===== config.mk =====
export PLATFORM = sky130hd
export DESIGN_NAME = alu_reservation_station
export DESIGN_NICKNAME = d
export VERILOG_FILES = /design/src/rtl/alu_reservation_station.sv
export SDC_FILE = /design/constraint.sdc
export NUM_CORES = 1
export LEC_CHECK = 0
export CAP_MARGIN = 25
export CORE_ASPECT_RATIO = 0.5
export CORE_UTILIZATION = 53
export DETAILED_ROUTE_END_ITERATION = 12
export PLACE_DENSITY = 0.94
export SLEW_MARGIN = 20
export SYNTH_ARGS = -nofsm -noshare
export SYNTH_HDL_FRONTEND = slang
export SYNTH_SLANG_ARGS = --single-unit

===== constraint.sdc =====
create_clock -name clk -period 5.6 [get_ports clk]
set_input_delay 0.84 -clock clk [delete_from_list [all_inputs] [get_ports clk]]
set_output_delay 0.84 -clock clk [all_outputs]
set_load 0.02 [all_outputs]

===== src/rtl/alu_reservation_station.sv =====
// ALU reservation station: holds renamed ALU ops, snoops the CDB for pending operands and
// dispatches the lowest-index operand-complete entry each cycle.
module alu_reservation_station #(
    parameter int unsigned DEPTH    = 2,
    parameter int unsigned CNT_BITS = 2,
    parameter int unsigned TAG_BITS = 1
) (
    input  logic                clk,
    input  logic                rst_n,
    input  logic                flush,
    input  logic                in_valid,
    output logic                in_ready,
    input  logic [4:0]          in_alu_ctl,
    input  logic [TAG_BITS-1:0] in_tag,
    input  logic [31:0]         in_v_1,
    input  logic [31:0]         in_v_2,
    input  logic [TAG_BITS:0]   in_q_1,
    input  logic [TAG_BITS:0]   in_q_2,
    input  logic                cdb_valid,
    input  logic [TAG_BITS-1:0] cdb_tag,
    input  logic [31:0]         cdb_value,
    output logic                out_valid,
    input  logic                out_ready,
    output logic [4:0]          out_alu_ctl,
    output logic [TAG_BITS-1:0] out_tag,
    output logic [31:0]         out_v_1,
    output logic [31:0]         out_v_2,
    output logic [CNT_BITS-1:0] count
);

    localparam int unsigned IDX_BITS = (DEPTH > 1) ? $clog2(DEPTH) : 1;

    logic [DEPTH-1:0]    valid_q, valid_d;
    logic [4:0]          ctl_q [DEPTH];
    logic [4:0]          ctl_d [DEPTH];
    logic [TAG_BITS-1:0] tag_q [DEPTH];
    logic [TAG_BITS-1:0] tag_d [DEPTH];
    logic [31:0]         v1_q  [DEPTH];
    logic [31:0]         v1_d  [DEPTH];
    logic [31:0]         v2_q  [DEPTH];
    logic [31:0]         v2_d  [DEPTH];
    logic [TAG_BITS:0]   q1_q  [DEPTH];
    logic [TAG_BITS:0]   q1_d  [DEPTH];
    logic [TAG_BITS:0]   q2_q  [DEPTH];
    logic [TAG_BITS:0]   q2_d  [DEPTH];

    logic [DEPTH-1:0]    ready;
    logic                any_ready;
    logic [IDX_BITS-1:0] sel_idx;
    logic [IDX_BITS-1:0] free_idx;
    logic                do_alloc;
    logic                do_dispatch;
    logic                byp_1, byp_2;

    always_comb begin
        ready     = '0;
        any_ready = 1'b0;
        sel_idx   = '0;
        free_idx  = '0;
        count     = '0;
        for (int i = int'(DEPTH) - 1; i >= 0; i--) begin
            ready[i] = valid_q[i] && !q1_q[i][TAG_BITS] && !q2_q[i][TAG_BITS];
            if (ready[i]) begin
                any_ready = 1'b1;
                sel_idx   = IDX_BITS'(i);
            end
            if (!valid_q[i]) begin
                free_idx = IDX_BITS'(i);
            end
            count = count + CNT_BITS'(valid_q[i]);
        end
    end

    assign in_ready    = count < CNT_BITS'(DEPTH);
    assign out_valid   = any_ready && !flush;
    assign do_alloc    = in_valid && in_ready;
    assign do_dispatch = out_valid && out_ready;

    assign out_alu_ctl = any_ready ? ctl_q[sel_idx] : '0;
    assign out_tag     = any_ready ? tag_q[sel_idx] : '0;
    assign out_v_1     = any_ready ? v1_q[sel_idx]  : '0;
    assign out_v_2     = any_ready ? v2_q[sel_idx]  : '0;

    // Operand produced on the CDB in the very cycle it is issued.
    assign byp_1 = cdb_valid && in_q_1[TAG_BITS] && (in_q_1[TAG_BITS-1:0] == cdb_tag);
    assign byp_2 = cdb_valid && in_q_2[TAG_BITS] && (in_q_2[TAG_BITS-1:0] == cdb_tag);

    always_comb begin
        valid_d = valid_q;
        for (int i = 0; i < int'(DEPTH); i++) begin
            ctl_d[i] = ctl_q[i];
            tag_d[i] = tag_q[i];
            v1_d[i]  = v1_q[i];
            v2_d[i]  = v2_q[i];
            q1_d[i]  = q1_q[i];
            q2_d[i]  = q2_q[i];

            if (cdb_valid && valid_q[i]) begin
                if (q1_q[i][TAG_BITS] && (q1_q[i][TAG_BITS-1:0] == cdb_tag)) begin
                    v1_d[i] = cdb_value;
                    q1_d[i] = '0;
                end
                if (q2_q[i][TAG_BITS] && (q2_q[i][TAG_BITS-1:0] == cdb_tag)) begin
                    v2_d[i] = cdb_value;
                    q2_d[i] = '0;
                end
            end

            if (do_dispatch && (sel_idx == IDX_BITS'(i))) begin
                valid_d[i] = 1'b0;
            end

            if (do_alloc && (free_idx == IDX_BITS'(i))) begin
                valid_d[i] = 1'b1;
                ctl_d[i]   = in_alu_ctl;
                tag_d[i]   = in_tag;
                v1_d[i]    = byp_1 ? cdb_value : in_v_1;
                v2_d[i]    = byp_2 ? cdb_value : in_v_2;
                q1_d[i]    = byp_1 ? '0 : in_q_1;
                q2_d[i]    = byp_2 ? '0 : in_q_2;
            end
        end
        if (flush) begin
            valid_d = '0;
        end
    end

    always_ff @(posedge clk or negedge rst_n) begin
        if (!rst_n) begin
            valid_q <= '0;
            for (int i = 0; i < int'(DEPTH); i++) begin
                ctl_q[i] <= '0;
                tag_q[i] <= '0;
                v1_q[i]  <= '0;
                v2_q[i]  <= '0;
                q1_q[i]  <= '0;
                q2_q[i]  <= '0;
            end
        end else begin
            valid_q <= valid_d;
            for (int i = 0; i < int'(DEPTH); i++) begin
                ctl_q[i] <= ctl_d[i];
                tag_q[i] <= tag_d[i];
                v1_q[i]  <= v1_d[i];
                v2_q[i]  <= v2_d[i];
                q1_q[i]  <= q1_d[i];
                q2_q[i]  <= q2_d[i];
            end
        end
    end

endmodule


Word-level counts from Yosys, hierarchy flattened
Index checks and enable logic that the tools add are counted.
- add/sub/neg operators: 1
- magnitude comparators: 2
- equality and inequality tests: 6
- muxes and demuxes: 54
- bitwise logic cells: 3
- reduce and logical (&&, ||, !) cells: 38
- operators by type and width (cell ; number):
    32-bit 2-to-1 mux ; 22
    2-bit 2-to-1 mux ; 15
    1-bit logical AND ; 21
    5-bit 2-to-1 mux ; 4
    1-bit 2-to-1 mux ; 13
    2-bit nonzero test ; 6
    2-bit AND reduction ; 4
    1-bit equality test ; 6
    3-bit nonzero test ; 2
    1-bit logical NOT ; 5
    1-bit by 1-bit adder with 2-bit output ; 1
    2-bit >= comparator, second input constant ; 1
    2-bit less-than comparator, second input constant ; 1
    1-bit inverter ; 2
    1-bit inverter with 2-bit output ; 1
- register bits: 150
- bits of input ports: 113
- output and inout port bits: 74
- word-level logic and storage cells: 118

Logic depth before layout (Yosys ltp)
- word-level depth: 11
- depth in mapped cells: 8
- depth with buffers taken out: 6

Worst setup path after synthesis
No wires, ideal clock.
- kind: reg2out
- from: register valid_q[0]
- to: output out_alu_ctl[4]
- arrival: 1.594 ns
- data required time: 4.760 ns
- path slack: 3.166 ns
- cell stages (with the launch flop): 6
- buffers on the path: 2
- path through: dfrtp_1 nor3b_1 buf_2 nor4_4 buf_6 a22o_1
- word-level cells in the longest chain between the ends: 8
- elaborated cells between the ends (all ways): 9
- classes of those cells: mux: 6; bitwise: 1; reduce/logical: 2
- RTL lines (what ; RTL line ; source):
    start: declaration ; 33 ; logic [DEPTH-1:0] valid_q, valid_d;
    start signal: assignment ; 140 ; valid_q <= valid_d;
    1-bit logical AND (*) (2 in series) ; 62 ; ready[i] = valid_q[i] && !q1_q[i][TAG_BITS] && !q2_q[i][TAG_BITS];
    1-bit 2-to-1 mux ; 63 ; if (ready[i]) begin
    1-bit inverter with 2-bit output (not written as such) ; 79 ; assign out_alu_ctl = any_ready ? ctl_q[sel_idx] : '0;
    5-bit 2-to-1 mux (not written as such) (3 in series) ; 79 ;
    5-bit 2-to-1 mux (*) ; 79 ;
    end: declaration ; 24 ; output logic [4:0] out_alu_ctl,
Mark *: on every way between the ends. The rest lies on a longest branch, timed or not. The select of a mux whose other input is x is not followed.

Final worst setup path
- from: register valid_q[0]
- to: output out_v_1[21]
- word-level cells in the longest chain between the ends: 8
- elaborated cells between the ends (all ways): 9
- classes of those cells: mux: 6; bitwise: 1; reduce/logical: 2
- RTL lines (what ; RTL line ; source):
    1-bit logical AND (*) (2 in series) ; 62 ;
    1-bit 2-to-1 mux ; 63 ;
    1-bit inverter with 2-bit output (not written as such) ; 81 ; assign out_v_1 = any_ready ? v1_q[sel_idx] : '0;
    32-bit 2-to-1 mux (not written as such) (3 in series) ; 81 ;
    32-bit 2-to-1 mux (*) ; 81 ;
    end: declaration ; 26 ; output logic [31:0] out_v_1,
Marks and branches as above.

==> impl_metrics.ini <==
[floorplanning]
io-pin-count = 187
die_height_um = 83.31
fp-row-count = 29
dieArea_um2 = 13710
fp.dieW_um = 164.6
area_of_the_core_region_um2 = 12770
initial_utilization_pct = 54.86

[critical_path]
slowest_stage_delay_cp_ns = 0.74
critical_path_arrival_ns = 2.93
reg2reg_to = v2_q[59]
critical-path-slowest-cell = sky130_fd_sc_hd__buf_4
timing.critical_path.cells = nor3b_2 -> buf_4 -> a22o_2 -> clkdlybuf4s50_1
reg_to_reg_critical_path_startpoint = valid_q[1]
path_class = reg -> out
worst_setup_path_start_kind = flop
rr_worst_depth = 6
reg2reg_slack_ns = 3.06
largest_fanout_of_any_net_on_the_critical_path = 72
crit_path_end_kind = output pin
required_ns = 4.76

[sta]
fin_tns_setup_ns = 0
skew_ns = 0.01103
layout_worst_path_cycle_share_pct = 67.30
report.final.hold_viol_count = 0
max_freq_mhz = 265.3
actual_transition_at_the_worst_max_transition_pin_ns = 0.9213
number_of_failing_setup_endpoints_in_the_final_timing_report = 0
max_slew_headroom_pct = 38.58
maxSlewViolCount = 0
period_minus_slack_ns = 3.769
rsz0062_at_grt = false

[global_route]
grt-ovfl-total = 0
grt_first_pass_wirelength_mm = 34.89
globalRouteTotalUtil_pct = 32.95
initial_antenna_violation_count = 0
grt_start_max_net_pins = 104
vias_in_the_first_global_route = 6875

[logic_synthesis]
synthesis.instances = 666
synthesis.area_um2 = 7007
synth.distinct_cells = 31
syn_avg_cell_area_um2 = 10.52
ys_seq_elements = 150
synth.largest_area_cell = sky130_fd_sc_hd__dfrtp_1
synth_top_area_share_pct = 53.57
post_synth_main_area_contributors = sky130_fd_sc_hd__dfrtp_1, sky130_fd_sc_hd__o22ai_1, sky130_fd_sc_hd__a21oi_1
synth.yosys.seq_area_share_pct = 53.57
synth_fp_nets = 781
async_flop_share_pct = 100.0
total_of_warnings_raised_by_yosys = 0
synth-edff-count = 0
synth-main-ff-cell = sky130_fd_sc_hd__dfrtp_1

[flow_run]
cap_viol_max_count = 0

[clock_network]
cts_tree = yes
count_of_buffers_added_by_post_cts_timing_repair_for_setup = 0
cts-buffers-inserted = 17
clockBufferDepth = 2
clock_root_buffer = sky130_fd_sc_hd__clkbuf_16
cts.htree.levels = 4
post_cts_resize_count = 0
tritoncts_num_sinks = 150
clock_latency_ns = 0.42
hold_buffers = 0
clk_pin_slew_worst_paths_ns = 0.06

[route]
routed-via-count = 6686
detail_route.drc_violations = 0
firstDrtPassIters = 5
ant_nets = 0
wire_per_inst_um = 21.66
vias_per_cell = 6.613
post_detailed_routing_wire_length_mm = 21.90
detail_route.iter0.violations = 761

[cells_and_area]
final_core_utilization_pct = 74.28
n_fill_cell = 817
area_growth_syn_to_fin_pct = 35.39
post_layout_net_count = 943
post-route-cell-area_um2 = 9487
instances_no_fill = 1011
n_antenna_cell = 0
layout-drive-gt1-share_pct = 14.51

[outcome]
run_status = finished clean

[power_and_ir_drop]
power_per_cell_area_nw_per_um2 = 390.0
p_leak_nw = 3.825
vdd_ir_drop_max_mv = 0.2017

[place]
gp_congestion = 0.8240
buffer_ports.inserted = 186
postPlaceCellArea_um2 = 8836
placed_cells = 977
post-dp-hpwl_mm = 13.57

[min_path]
worst_hold_class = reg -> reg
worstHoldPathCells = 2
min_delay_worst_endpoint = ctl_q[5]
hold_path_startpoint = ctl_q[5]
-- state kept, by name, indices dropped and copies added, names as in the netlist --
signal,cells
valid_q,2
q1_q,4
q2_q,4
tag_q,2
ctl_q,10
v2_q,64
v1_q,64
-- per-layer routing --
| metal | track usage, % | share of wire, % |
|---|---|---|
| met5 | 0 | 0 |
| met4 | 16.68 | 3.8 |
| met3 | 5.994 | 8.9 |
| met2 | 53.86 | 49 |
| met1 | 42.16 | 38 |
-- layout by cell type (no fill, tap or decap) --
master	count
sky130_fd_sc_hd__clkinvlp_4	5
sky130_fd_sc_hd__nor3b_2	1
sky130_fd_sc_hd__buf_6	1
sky130_fd_sc_hd__ha_1	2
sky130_fd_sc_hd__nand3_1	8
sky130_fd_sc_hd__nand3b_2	1
sky130_fd_sc_hd__a41o_2	3
sky130_fd_sc_hd__nor3b_1	1
sky130_fd_sc_hd__clkbuf_16	17
sky130_fd_sc_hd__clkinv_4	2
sky130_fd_sc_hd__inv_2	1
sky130_fd_sc_hd__or2_2	2
sky130_fd_sc_hd__a41o_1	1
sky130_fd_sc_hd__buf_8	1
sky130_fd_sc_hd__nand3_2	1
sky130_fd_sc_hd__and3b_1	1
sky130_fd_sc_hd__a22o_1	12
sky130_fd_sc_hd__xnor2_1	4
sky130_fd_sc_hd__o22ai_1	128
sky130_fd_sc_hd__nor2_1	4
sky130_fd_sc_hd__nand2_1	43
sky130_fd_sc_hd__mux2i_4	4
sky130_fd_sc_hd__buf_16	3
sky130_fd_sc_hd__inv_1	34
sky130_fd_sc_hd__clkbuf_8	3
sky130_fd_sc_hd__nand4_1	4
sky130_fd_sc_hd__clkdlybuf4s50_1	185
sky130_fd_sc_hd__clkbuf_1	1
sky130_fd_sc_hd__o21ai_0	8
sky130_fd_sc_hd__buf_4	10
sky130_fd_sc_hd__dfrtp_1	150
sky130_fd_sc_hd__bufinv_16	2
sky130_fd_sc_hd__a22o_2	58
sky130_fd_sc_hd__a311oi_1	1
sky130_fd_sc_hd__nor4_4	1
sky130_fd_sc_hd__clkinv_2	2
sky130_fd_sc_hd__xor2_1	2
sky130_fd_sc_hd__a21oi_1	130
sky130_fd_sc_hd__o21ai_2	4
-- worst max path at each step --
stage,slack [ns],end,depth (start not counted),start
floorplan,3.17,out_alu_ctl[4],5,valid_q[0]
global placement,2.34,v2_q[58],5,cdb_tag
detailed placement,2.23,v1_q[5],5,cdb_tag
CTS,1.89,out_v_1[21],4,valid_q[0]
global route,1.74,out_v_1[20],4,valid_q[0]
finish,1.83,out_v_1[21],4,valid_q[0]
-- worst max-delay path, delay by kind of cell (launching register included) --
family	cells	cell delay (ns)
compound gates	1	0.31
buf+inv	2	1.35
flops	1	0.50
simple gates	1	0.32
-- cell type report --
cell class                 count  area [µm²]  area share (%)
sequential                   150        3754           39.57
multi-input combinational    424        2758           29.07
timing repair buffer         200        2036           21.46
clock buffer                  21       470.5           4.959
tap                          170       212.7           2.242
inverter                      35       131.4           1.385
clock inverter                11       125.1           1.319
-- per-stage QoR --
| stage | hold slack, ns | total power, mW | setup WS [ns] |
|---|---|---|---|
| 2_1_floorplan | 0.4460 | 2.127 | 3.166 |
| 3_3_place_gp | 0.4578 | 2.462 | 2.335 |
| 3_5_place_dp | 0.4630 | 2.527 | 2.226 |
| 4_1_cts | 0.4787 | 3.677 | 1.885 |
| 5_1_grt | 0.5029 | 3.858 | 1.744 |
| 6_report | 0.4767 | 3.699 | 1.831 |
-- cell usage after synthesis (2+ instances only) --
master	number
sky130_fd_sc_hd__a21oi_1	130
sky130_fd_sc_hd__a22o_1	12
sky130_fd_sc_hd__a22o_2	58
sky130_fd_sc_hd__a41o_2	3
sky130_fd_sc_hd__buf_2	24
sky130_fd_sc_hd__buf_4	9
sky130_fd_sc_hd__buf_6	14
sky130_fd_sc_hd__clkbuf_1	9
sky130_fd_sc_hd__dfrtp_1	150
sky130_fd_sc_hd__ha_1	2
sky130_fd_sc_hd__inv_1	34
sky130_fd_sc_hd__mux2i_4	4
sky130_fd_sc_hd__nand2_1	43
sky130_fd_sc_hd__nand3_1	8
sky130_fd_sc_hd__nand4_1	4
sky130_fd_sc_hd__nor2_1	4
sky130_fd_sc_hd__nor3b_1	2
sky130_fd_sc_hd__o21ai_0	8
sky130_fd_sc_hd__o21ai_1	4
sky130_fd_sc_hd__o22ai_1	128
sky130_fd_sc_hd__or2_2	2
sky130_fd_sc_hd__xnor2_1	4
sky130_fd_sc_hd__xor2_1	2
-- power breakdown --
part / total [mW] / leakage [nW] / internal, mW / switching (mW)
combinational: 0.986 / 1.87 / 0.464 / 0.522
clock: 1.15 / 0.277 / 0.691 / 0.458
sequential: 1.56 / 1.68 / 1.38 / 0.186
total: 3.70 / 3.82 / 2.53 / 1.17
-- kinds of logic after synthesis --
kind of cell / after synthesis / synth area share [%]
compound gates: 345 / 32.11
flops: 150 / 53.57
buf+inv: 92 / 7.357
simple gates: 67 / 4.571
xor+xnor: 6 / 0.7500
mux: 4 / 1.286
fa+ha+maj: 2 / 0.3571
Note: power is estimated with default switching activity, not from simulation.
